--- src/rtl/cpu_fetch_unit.sv ---
// Instruction fetch stage: reads opcode and 0-2 operand bytes over a byte-wide
// read port and offers the assembled instruction to execute via valid/ready.
module cpu_fetch_unit #(
    parameter int unsigned ADDR_WIDTH = 16
) (
    input  logic                  clk,
    input  logic                  rst,
    output logic [ADDR_WIDTH-1:0] mem_addr,
    output logic                  mem_rd,
    input  logic [7:0]            mem_rdata,
    input  logic                  mem_ready,
    output logic [7:0]            opcode,
    input  logic [1:0]            instr_length,
    output logic [7:0]            operand_lo,
    output logic [7:0]            operand_hi,
    output logic [ADDR_WIDTH-1:0] pc,
    output logic [ADDR_WIDTH-1:0] next_pc,
    output logic                  instr_valid,
    input  logic                  instr_ready,
    input  logic                  redirect,
    input  logic [ADDR_WIDTH-1:0] redirect_pc,
    input  logic                  halt,
    output logic                  halted
);

    typedef enum logic [2:0] {
        S_IDLE,
        S_FETCH_OP,
        S_DECODE,
        S_FETCH_B1,
        S_FETCH_B2,
        S_VALID,
        S_HALTED
    } state_t;

    state_t                  state;
    state_t                  state_d;
    logic [ADDR_WIDTH-1:0]   fetch_addr;
    logic [1:0]              len;
    logic                    handshake;
    logic                    redirect_take;

    assign mem_addr      = fetch_addr;
    assign next_pc       = pc + ADDR_WIDTH'(len);
    assign handshake     = (state == S_VALID) && instr_ready;
    assign redirect_take = redirect && (state != S_HALTED);

    always_comb begin
        state_d = state;
        unique case (state)
            S_IDLE:     state_d = S_FETCH_OP;
            S_FETCH_OP: if (mem_ready) state_d = S_DECODE;
            S_DECODE:   state_d = (instr_length > 2'd1) ? S_FETCH_B1 : S_VALID;
            S_FETCH_B1: if (mem_ready) state_d = (len == 2'd3) ? S_FETCH_B2 : S_VALID;
            S_FETCH_B2: if (mem_ready) state_d = S_VALID;
            S_VALID:    if (instr_ready) state_d = halt ? S_HALTED : S_FETCH_OP;
            S_HALTED:   state_d = S_HALTED;
            default:    state_d = S_IDLE;
        endcase
        // Halt accepted on a handshake outranks a coincident redirect.
        if (redirect_take && !(handshake && halt))
            state_d = S_FETCH_OP;
    end

    always_ff @(posedge clk or posedge rst) begin
        if (rst) begin
            state       <= S_IDLE;
            mem_rd      <= 1'b0;
            instr_valid <= 1'b0;
            halted      <= 1'b0;
            pc          <= '0;
            fetch_addr  <= '0;
            opcode      <= '0;
            operand_lo  <= '0;
            operand_hi  <= '0;
            len         <= 2'd1;
        end else begin
            state       <= state_d;
            mem_rd      <= state_d inside {S_FETCH_OP, S_FETCH_B1, S_FETCH_B2};
            instr_valid <= (state_d == S_VALID);
            halted      <= (state_d == S_HALTED);

            if (redirect_take) begin
                // Any read completing this cycle is dropped.
                pc         <= redirect_pc;
                fetch_addr <= redirect_pc;
            end else begin
                unique case (state)
                    S_FETCH_OP: if (mem_ready) begin
                        opcode     <= mem_rdata;
                        operand_lo <= '0;
                        operand_hi <= '0;
                        fetch_addr <= fetch_addr + ADDR_WIDTH'(1);
                    end
                    S_DECODE: len <= (instr_length == 2'd0) ? 2'd1 : instr_length;
                    S_FETCH_B1: if (mem_ready) begin
                        operand_lo <= mem_rdata;
                        fetch_addr <= fetch_addr + ADDR_WIDTH'(1);
                    end
                    S_FETCH_B2: if (mem_ready) begin
                        operand_hi <= mem_rdata;
                        fetch_addr <= fetch_addr + ADDR_WIDTH'(1);
                    end
                    S_VALID: if (instr_ready) pc <= next_pc;
                    default: ;
                endcase
            end
        end
    end

endmodule
--- config.mk ---
export PLATFORM = sky130hd
export DESIGN_NAME = cpu_fetch_unit
export DESIGN_NICKNAME = d
export VERILOG_FILES = /design/src/rtl/cpu_fetch_unit.sv
export SDC_FILE = /design/constraint.sdc
export NUM_CORES = 1
export LEC_CHECK = 0
export CORE_MARGIN = 2
export CORE_UTILIZATION = 52
export CTS_BUF_LIST = sky130_fd_sc_hd__clkbuf_8
export CTS_CLUSTER_DIAMETER = 200
export DETAILED_ROUTE_END_ITERATION = 16
export PLACE_DENSITY = 0.95
export SLEW_MARGIN = 20
export SYNTH_ARGS = -nofsm -noshare
export SYNTH_HDL_FRONTEND = slang
export SYNTH_SLANG_ARGS = --single-unit
--- constraint.sdc ---
create_clock -name clk -period 4.7 [get_ports clk]
set_input_delay 0.94 -clock clk [delete_from_list [all_inputs] [get_ports clk]]
set_output_delay 0.94 -clock clk [all_outputs]
set_load 0.1 [all_outputs]
After elaboration in Yosys (flattened, before gate mapping)
Index checks and enable logic that the tools add are counted.
{ "word_totals": {"out_inout_bits": 75, "reg_bits": 64, "input_bits": 32, "word_cells": 71} }
{ "op_classes": {"mux": 20, "n_lt_le_gt_ge": 1, "n_reduce_logical": 21, "eq_ne": 16, "n_bitwise": 1, "add_sub_neg": 2} }
{ "op_table": {"columns": ["cell", "count"], "rows": [
  ["$mux W16", 6],
  ["$pmux W8 S2", 2],
  ["$mux W3", 7],
  ["$pmux W3 S7", 1],
  ["$eq A3 B3 Y1 const B", 6],
  ["$add A16 B1 Y16 const B", 1],
  ["$add A16 B2 Y16", 1],
  ["$mux W8", 2],
  ["$reduce_bool A2 Y1", 6],
  ["$eq A3 B2 Y1 const B", 3],
  ["$reduce_and A4 Y1", 2],
  ["$eq A3 B1 Y1 const B", 2],
  ["$ne A2 B2 Y1 const B", 3],
  ["$reduce_and A2 Y1", 3],
  ["$logic_and A1 B1 Y1", 4],
  ["$logic_not A3 Y1", 1],
  ["$ne A3 B3 Y1 const B", 1],
  ["$reduce_and A3 Y1", 1],
  ["$reduce_bool A3 Y1", 1],
  ["$reduce_or A3 Y1", 1],
  ["$eq A2 B2 Y1 const B", 1],
  ["$gt A2 B1 Y1 const B", 1],
  ["$logic_not A2 Y1", 1],
  ["$mux W2", 1],
  ["3 further kinds", 3]
]} }

Logic depth before layout (Yosys ltp)
Gate-level depths: netlist of run 1.
{ "logic_depth": {"word_depth": 8, "ltp_mapped": 8, "mapped_depth_nobuf": 8} }

Worst setup path after synthesis of run 1
Ideal clock, no wire load.
{ "synth_path": {"path_type": "reg-to-output", "from": "register pc[0]", "to": "output port next_pc[10]", "stages_incl_launch_ff": 8, "t_required_ns": 3.760, "arrival_ns": 4.097, "slack_ns": -0.337, "n_path_buf": 0, "path_cell_list": "dfrtp_1 > ha_1 > inv_1 > fa_1 > nand3b_1 > nor2_1 > nand4_1 > xnor2_1"} }
{ "synth_between": {"elab_chain_cells": 1} }
{ "synth_lines": {"columns": ["element", "line", "source"], "rows": [
  ["start, declared", "16", "output logic [ADDR_WIDTH-1:0] pc,"],
  ["start signal, assigned", "85", "pc <= redirect_pc;"],
  ["start signal, assigned", "104", "S_VALID: if (instr_ready) pc <= next_pc;"],
  ["$add A16 B2 Y16", "44", "assign next_pc = pc + ADDR_WIDTH'(len);"],
  ["end, declared", "17", "output logic [ADDR_WIDTH-1:0] next_pc,"]
]} }
Every way passes these cells.

Worst setup path in the final report of run 1
{ "layout_path": {"from": "register len[0]", "to": "output port next_pc[14]"} }
{ "layout_between": {"elab_chain_cells": 1} }
{ "layout_lines": {"columns": ["element", "line", "source"], "rows": [
  ["start, declared", "39", "logic [1:0] len;"],
  ["start signal, assigned", "95", "S_DECODE: len <= (instr_length == 2'd0) ? 2'd1 : instr_length;"],
  ["$add A16 B2 Y16", "44", null]
]} }
Every way passes these cells.

==> reports/metrics.csv, run 1 <==
metric,value,unit
Worst Setup End Kind,output port,
H-tree levels,3,
Synth warnings,0,
TritonCTS clock tree,done,
origin of the worst setup path,len[0],
GP Congestion,0.9073,
Mapped Nets,400,
initial antenna violation count,0,
total power draw,3.467,mW
cells after synthesis,364,
CTS sink cnt,64,
fin nets,497,
Mapped Area,0.003458,mm²
worst r2r src,len[0],
WS Path Type,flop to output port,
Num CTS Buffers,9,
final hold vios,0,
global-route wire length before repair,15370,µm
Clock Latency Late Sink,0.35,ns
switching share of power,59.07,%
CP arrival,3.12,ns
Avg Inst Size Synth,9.501,µm²
Final Setup Violations,0,
Post-Route WL,9602,µm
fin crit share,86.35,%
Core Region,0.006386,mm²
Main synth FF type,dfrtp_1,
Antenna Nets Post-Route,0,
drt pass-1 iters,7,
RR Endpoint,pc[12],
Max Freq,246.4,MHz
Yosys reg bits,64,
sequential share of power,23.2,%
VDD IR max,1.107,mV
hold slack,0.4884,ns
I/O Pins,107,
biggest area consumer among synthesized cells,dfrtp_1,
critical path launch point type,flop,
outcome,"complete, no violations",
relative slew slack,31.60,%
largest net degree at the start of global routing,48,
Clock Power Share,14.4,%
Synth top area share,45.59,%
Hold WC Path Type,flop to flop,
Net Sw Power,2.048,mW
Site Rows,29,
Pins Over Slew Limit,0,
RSZ-0062 raised after global routing,no,
routed via count,3197,
layout cell share with drive strength beyond 1,12.66,%
Detailed Route Iter0 Violations,224,
Int Pwr,1.419,mW
Post-synth EDFFs,0,
Overflow after GRT,0,
CP required,3.76,ns
gr usage total,26.88,%
total setup buffers inserted after CTS,0,
vias in the first global route,3060,
Final min period,4.058,ns
DR WL/cell,17.68,µm
Worst-path clk slew,0.08,ns
r2r setup slk,1.93,ns
DRC viols,0,
Die Y,85.55,µm
hpwl dp,6939,µm
Vias/cell,5.888,
"FFs w/ async S/R, synth",100.0,%
PD cells,731.8,mW/mm²
Worst Max-Slew Pin Slew,1.023,ns
P_leak,1.937,nW
clock buffer depth,2,
I/O Buffers,106,
Yosys cell types,55,
CTS root buf,clkbuf_8,
"Seq/Total Area, Yosys",46.35,%
die area,0.007319,mm²
Synth area leaders,"dfrtp_1 46%, a21oi_1 4.9%, nand2_1 4.7%",
Max Cap Viol,0,
Critical Path End,next_pc[14],
CTS Hold Bufs,0,
area grow syn2layout,37.01,%
r2r worst-path depth,8,
Die W,85.55,µm
area post-placement,0.004532,mm²
combinational share of power,62.4,%
starting density of the core,54.15,%
PostCTS Resize Cnt,0,
Setup TNS,0,ns
crit path max fanout,6,
Clock Skews,0.005959,ns
antenna fix cells,0,
design area,0.004738,mm²
## routing by layer
layer  global-route usage [%]  wire length, µm  vias to the layer above
met4                    10.25              185                        0
li1                         -                -                     1486
met5                        0                0                        -
met1                    36.42             3919                     1543
met3                    4.331              620                       20
met2                    43.75             4876                      148
## placed cells by master, fill, tap and decap left out, types with 2 or more instances in the layout
cell type        instances
clkdlybuf4s50_1         92
dfrtp_1                 63
nand2_1                 43
a21oi_1                 34
nor2_1                  26
o21ai_0                 16
buf_4                   16
nand3_1                 15
xor2_1                  15
inv_1                   11
xnor2_1                 11
clkbuf_8                10
a22o_1                   8
mux2_2                   8
o22a_1                   8
a31oi_1                  7
nand2b_1                 6
nand4_1                  6
o22ai_1                  5
o2bb2a_1                 4
and4_1                   3
mux2i_1                  3
a21o_1                   3
nor2b_1                  3
nand3b_1                 3
ha_1                     3
nor3_2                   2
and2_1                   2
nor3_1                   2
or3_1                    2
and3_1                   2
a31o_2                   2
xnor2_2                  2
clkinv_2                 2
clkinvlp_4               2
## final cells by class
| cell class | count | area (µm²) |
|---|---|---|
| fill | 418 | 1648 |
| clock inverter | 6 | 67.56 |
| tap | 77 | 96.34 |
| sequential | 64 | 1603 |
| clock buffer | 10 | 137.6 |
| timing repair buffer | 108 | 1041 |
| multi-input combinational | 266 | 1747 |
| inverter | 12 | 46.29 |
## sequential cells by signal, indices dropped and copies added (netlist names)
register / flops
operand_lo: 8
mem_addr: 16
len: 2
operand_hi: 8
mem_rd: 1
pc: 16
state: 3
halted: 1
opcode: 8
instr_valid: 1
## synth_stat cells, types with 6 or more instances
library cell,count
a21oi_1,34
a22o_1,8
a31oi_1,7
clkbuf_1,15
dfrtp_1,63
inv_1,12
mux2_2,8
nand2_1,43
nand2b_1,6
nand3_1,15
nand4_1,6
nor2_1,26
o21ai_0,16
o22a_1,8
xnor2_1,13
xor2_1,16
## metrics by stage
step                std cells  utilization [%]  setup slack, ns
floorplan                 364                -          -0.2364
global placement          527            70.96            1.173
detailed placement        527            70.96            1.056
CTS                       543            74.18           0.6551
global route              543            74.20           0.4236
finish                    543            74.20           0.6415
## how the worst min path moves through the flow
stage	start	to	slack [ns]	cells after the start
5_1_grt	operand_hi[0]	operand_hi[0]	0.52	2
2_1_floorplan	len[0]	len[0]	0.49	2
6_report	operand_hi[5]	operand_hi[5]	0.49	2
3_3_place_gp	operand_hi[4]	operand_hi[4]	0.46	2
4_1_cts	operand_hi[1]	operand_hi[1]	0.49	2
3_5_place_dp	operand_hi[1]	operand_hi[1]	0.47	2
## critical path, cell delays in order (launching register included)
cell and delay (ns):
dfstp_2 0.55, ha_1 0.19, inv_1 0.07, fa_1 0.42, nand3b_1 0.30, nor2_1 0.40, nand2_1 0.17, nor2_1 0.22
xor2_2 0.14, buf_4 0.30
## cell families (layout without fill, tap and decap cells)
| group | Yosys count | after routing | synth area share (%) |
|---|---|---|---|
| adders and majority gates | 4 | 4 | 1.664 |
| muxes | 11 | 11 | 3.473 |
| and+or+nand+nor | 123 | 123 | 18.13 |
| xor gates and xnor gates | 29 | 29 | 7.344 |
| buffers and inverters | 34 | 136 | 4.124 |
| AOI/OAI and AO/OA | 99 | 99 | 18.92 |
| DFF | 64 | 64 | 46.35 |
## power by group through the flow
stage	logic, mW	registers [mW]	clock network [mW]
2_1_floorplan	1.02	1.48	0
3_3_place_gp	2.13	0.801	0
3_5_place_dp	2.15	0.811	0
4_1_cts	2.16	0.802	0.500
5_1_grt	2.24	0.824	0.528
6_report	2.16	0.805	0.499
No activity file was read; power rests on OpenSTA's default activity.
==> run 2: changes to the inputs <==
CELL_PAD_IN_SITES_DETAIL_PLACEMENT = 1   (was not set)
CELL_PAD_IN_SITES_GLOBAL_PLACEMENT = 2   (was not set)
CORE_UTILIZATION = 31   (was 52)
CTS_CLUSTER_DIAMETER = not set   (was 200)
SLEW_MARGIN = not set   (was 20)
==> run 2 against run 1 <==
Net effect: clock power decreased by 3%; first-iteration DRC count decreased by 53%; critical path depth unchanged; largest power group unchanged.
==> reports/metrics.csv, run 2 (synthesis gave the netlist of run 1 again) <==
metric,value,unit
I/O Buffers,106,
hold slack,0.4933,ns
Site Rows,38,
largest net degree at the start of global routing,46,
CTS Hold Bufs,0,
layout cell share with drive strength beyond 1,12.28,%
Int Pwr,1.425,mW
Die Y,109.6,µm
I/O Pins,107,
DRC viols,0,
Vias/cell,5.174,
Core Region,0.01084,mm²
"commonest non-fill, non-tap cell in the layout",clkdlybuf4s50_1,
fin crit share,85.28,%
relative slew slack,29.01,%
outcome,"complete, no violations",
die area,0.01202,mm²
GR peak layer,met2,
r2r setup slk,1.89,ns
Detailed Route Iter0 Violations,106,
hpwl dp,7795,µm
sequential share of power,23.4,%
Worst Setup End Kind,output port,
Worst-path clk slew,0.07,ns
Overflow after GRT,0,
combinational share of power,62.7,%
area post-placement,0.004611,mm²
r2r worst-path depth,6,
met3 Usage GRT,4.505,%
total power draw,3.454,mW
antenna fix cells,0,
slowest cell on the critical path,dfstp_2,
VDD IR max,0.7712,mV
Clock Latency Late Sink,0.34,ns
M2 GR Usage,28.22,%
post-layout worst setup margin,0.6917,ns
final hold vios,0,
global-route wire length before repair,16360,µm
worst r2r src,state[2],
GP Congestion,0.8063,
Net Sw Power,2.030,mW
Inst Count DP,590,
Max Freq,249.5,MHz
CTS sink cnt,64,
crit path max fanout,6,
starting density of the core,31.90,%
Post-Route WL,10600,µm
design area,0.004805,mm²
Antenna Nets Post-Route,0,
CP arrival,3.07,ns
met1 global-route usage,23.74,%
WP buf/inv,2,
area grow syn2layout,38.93,%
Pins Over Slew Limit,0,
P_leak,1.935,nW
hold_sp,operand_hi[3],
fin nets,497,
drt pass-1 iters,4,
Clock Power Share,14.0,%
Final min period,4.008,ns
final cell count without fillers,604,
Worst path max stage delay,0.54,ns
CTS root buf,clkbuf_8,
DR WL/cell,17.54,µm
RR Endpoint,pc[13],
RSZ-0062 raised after global routing,no,
gr usage total,17.83,%
WS Path Type,flop to output port,
initial antenna violation count,0,
routed via count,3125,
PostCTS Resize Cnt,0,
H-tree levels,3,
critical path launch point type,flop,
Die W,109.6,µm
Max Cap Viol,0,
CP required,3.76,ns
Final Setup Violations,0,
"delay-heaviest family, CP",simple AND/OR/NAND/NOR gates,
switching share of power,58.76,%
Clock Skews,0.01058,ns
vias in the first global route,3171,
crit-path cells,"ha_1, inv_1, fa_1, nand3b_1, nor2_1, nand2_1, nor2_1, xor2_2, buf_4",
total setup buffers inserted after CTS,0,
WHS Endpoint,operand_hi[3],
clock buffer depth,2,
pre-CTS setup slack,1.033,ns
Hold WC Path Type,flop to flop,
cell repeated most along the worst path,nor2_1,
PD cells,719.0,mW/mm²
Num CTS Buffers,9,
"commonest non-fill, non-tap cells in the layout","92 x clkdlybuf4s50_1, 63 x dfrtp_1, 43 x nand2_1",
hold path depth,2,
TritonCTS clock tree,done,
Worst Max-Slew Pin Slew,1.061,ns
[run 2: per-stage QoR]
step	TNS, ns	utilization (%)
final	0	44.32
after global routing	0	44.32
after CTS	0	44.32
after detailed placement	0	42.53
after global placement	0	42.53
after floorplan	-0.2364	-
[run 2: worst min-delay path: stages (launching register included)]
cell	delay, ns
dfrtp_1	0.35
nand2_1	0.05
o21ai_0	0.06
[run 2: worst max path at each step]
stage,cells after the start,from,to,slack [ns]
final,9,len[0],next_pc[14],0.69
after global placement,9,len[0],next_pc[14],1.07
after floorplan,7,pc[0],next_pc[8],-0.24
after global routing,9,len[0],next_pc[14],0.42
after detailed placement,9,len[0],next_pc[14],1.03
after CTS,9,len[0],next_pc[14],0.66
[run 2: final cells by class]
type                            count  area [µm²]
Clock buffer                       11       151.4
Multi-Input combinational cell    266        1747
Timing Repair Buffer              108        1041
Sequential cell                    64        1603
Clock inverter                      3       42.54
Inverter                           12       45.04
Fill cell                        1247        6036
Tap cell                          140       175.2
[run 2: metal layers]
layer / share of wire [%] / up-vias
met5: 0 / -
met4: 1.8 / 0
li1: - / 1486
met1: 46 / 1554
met3: 4.5 / 15
met2: 48 / 70
[run 2: power groups by stage]
stage / combinational, mW / clock [mW] / sequential, mW
after floorplan: 1.02 / 0 / 1.48
after global placement: 2.15 / 0 / 0.807
after detailed placement: 2.17 / 0 / 0.818
after CTS: 2.18 / 0.495 / 0.808
after global routing: 2.25 / 0.517 / 0.828
final: 2.17 / 0.483 / 0.807
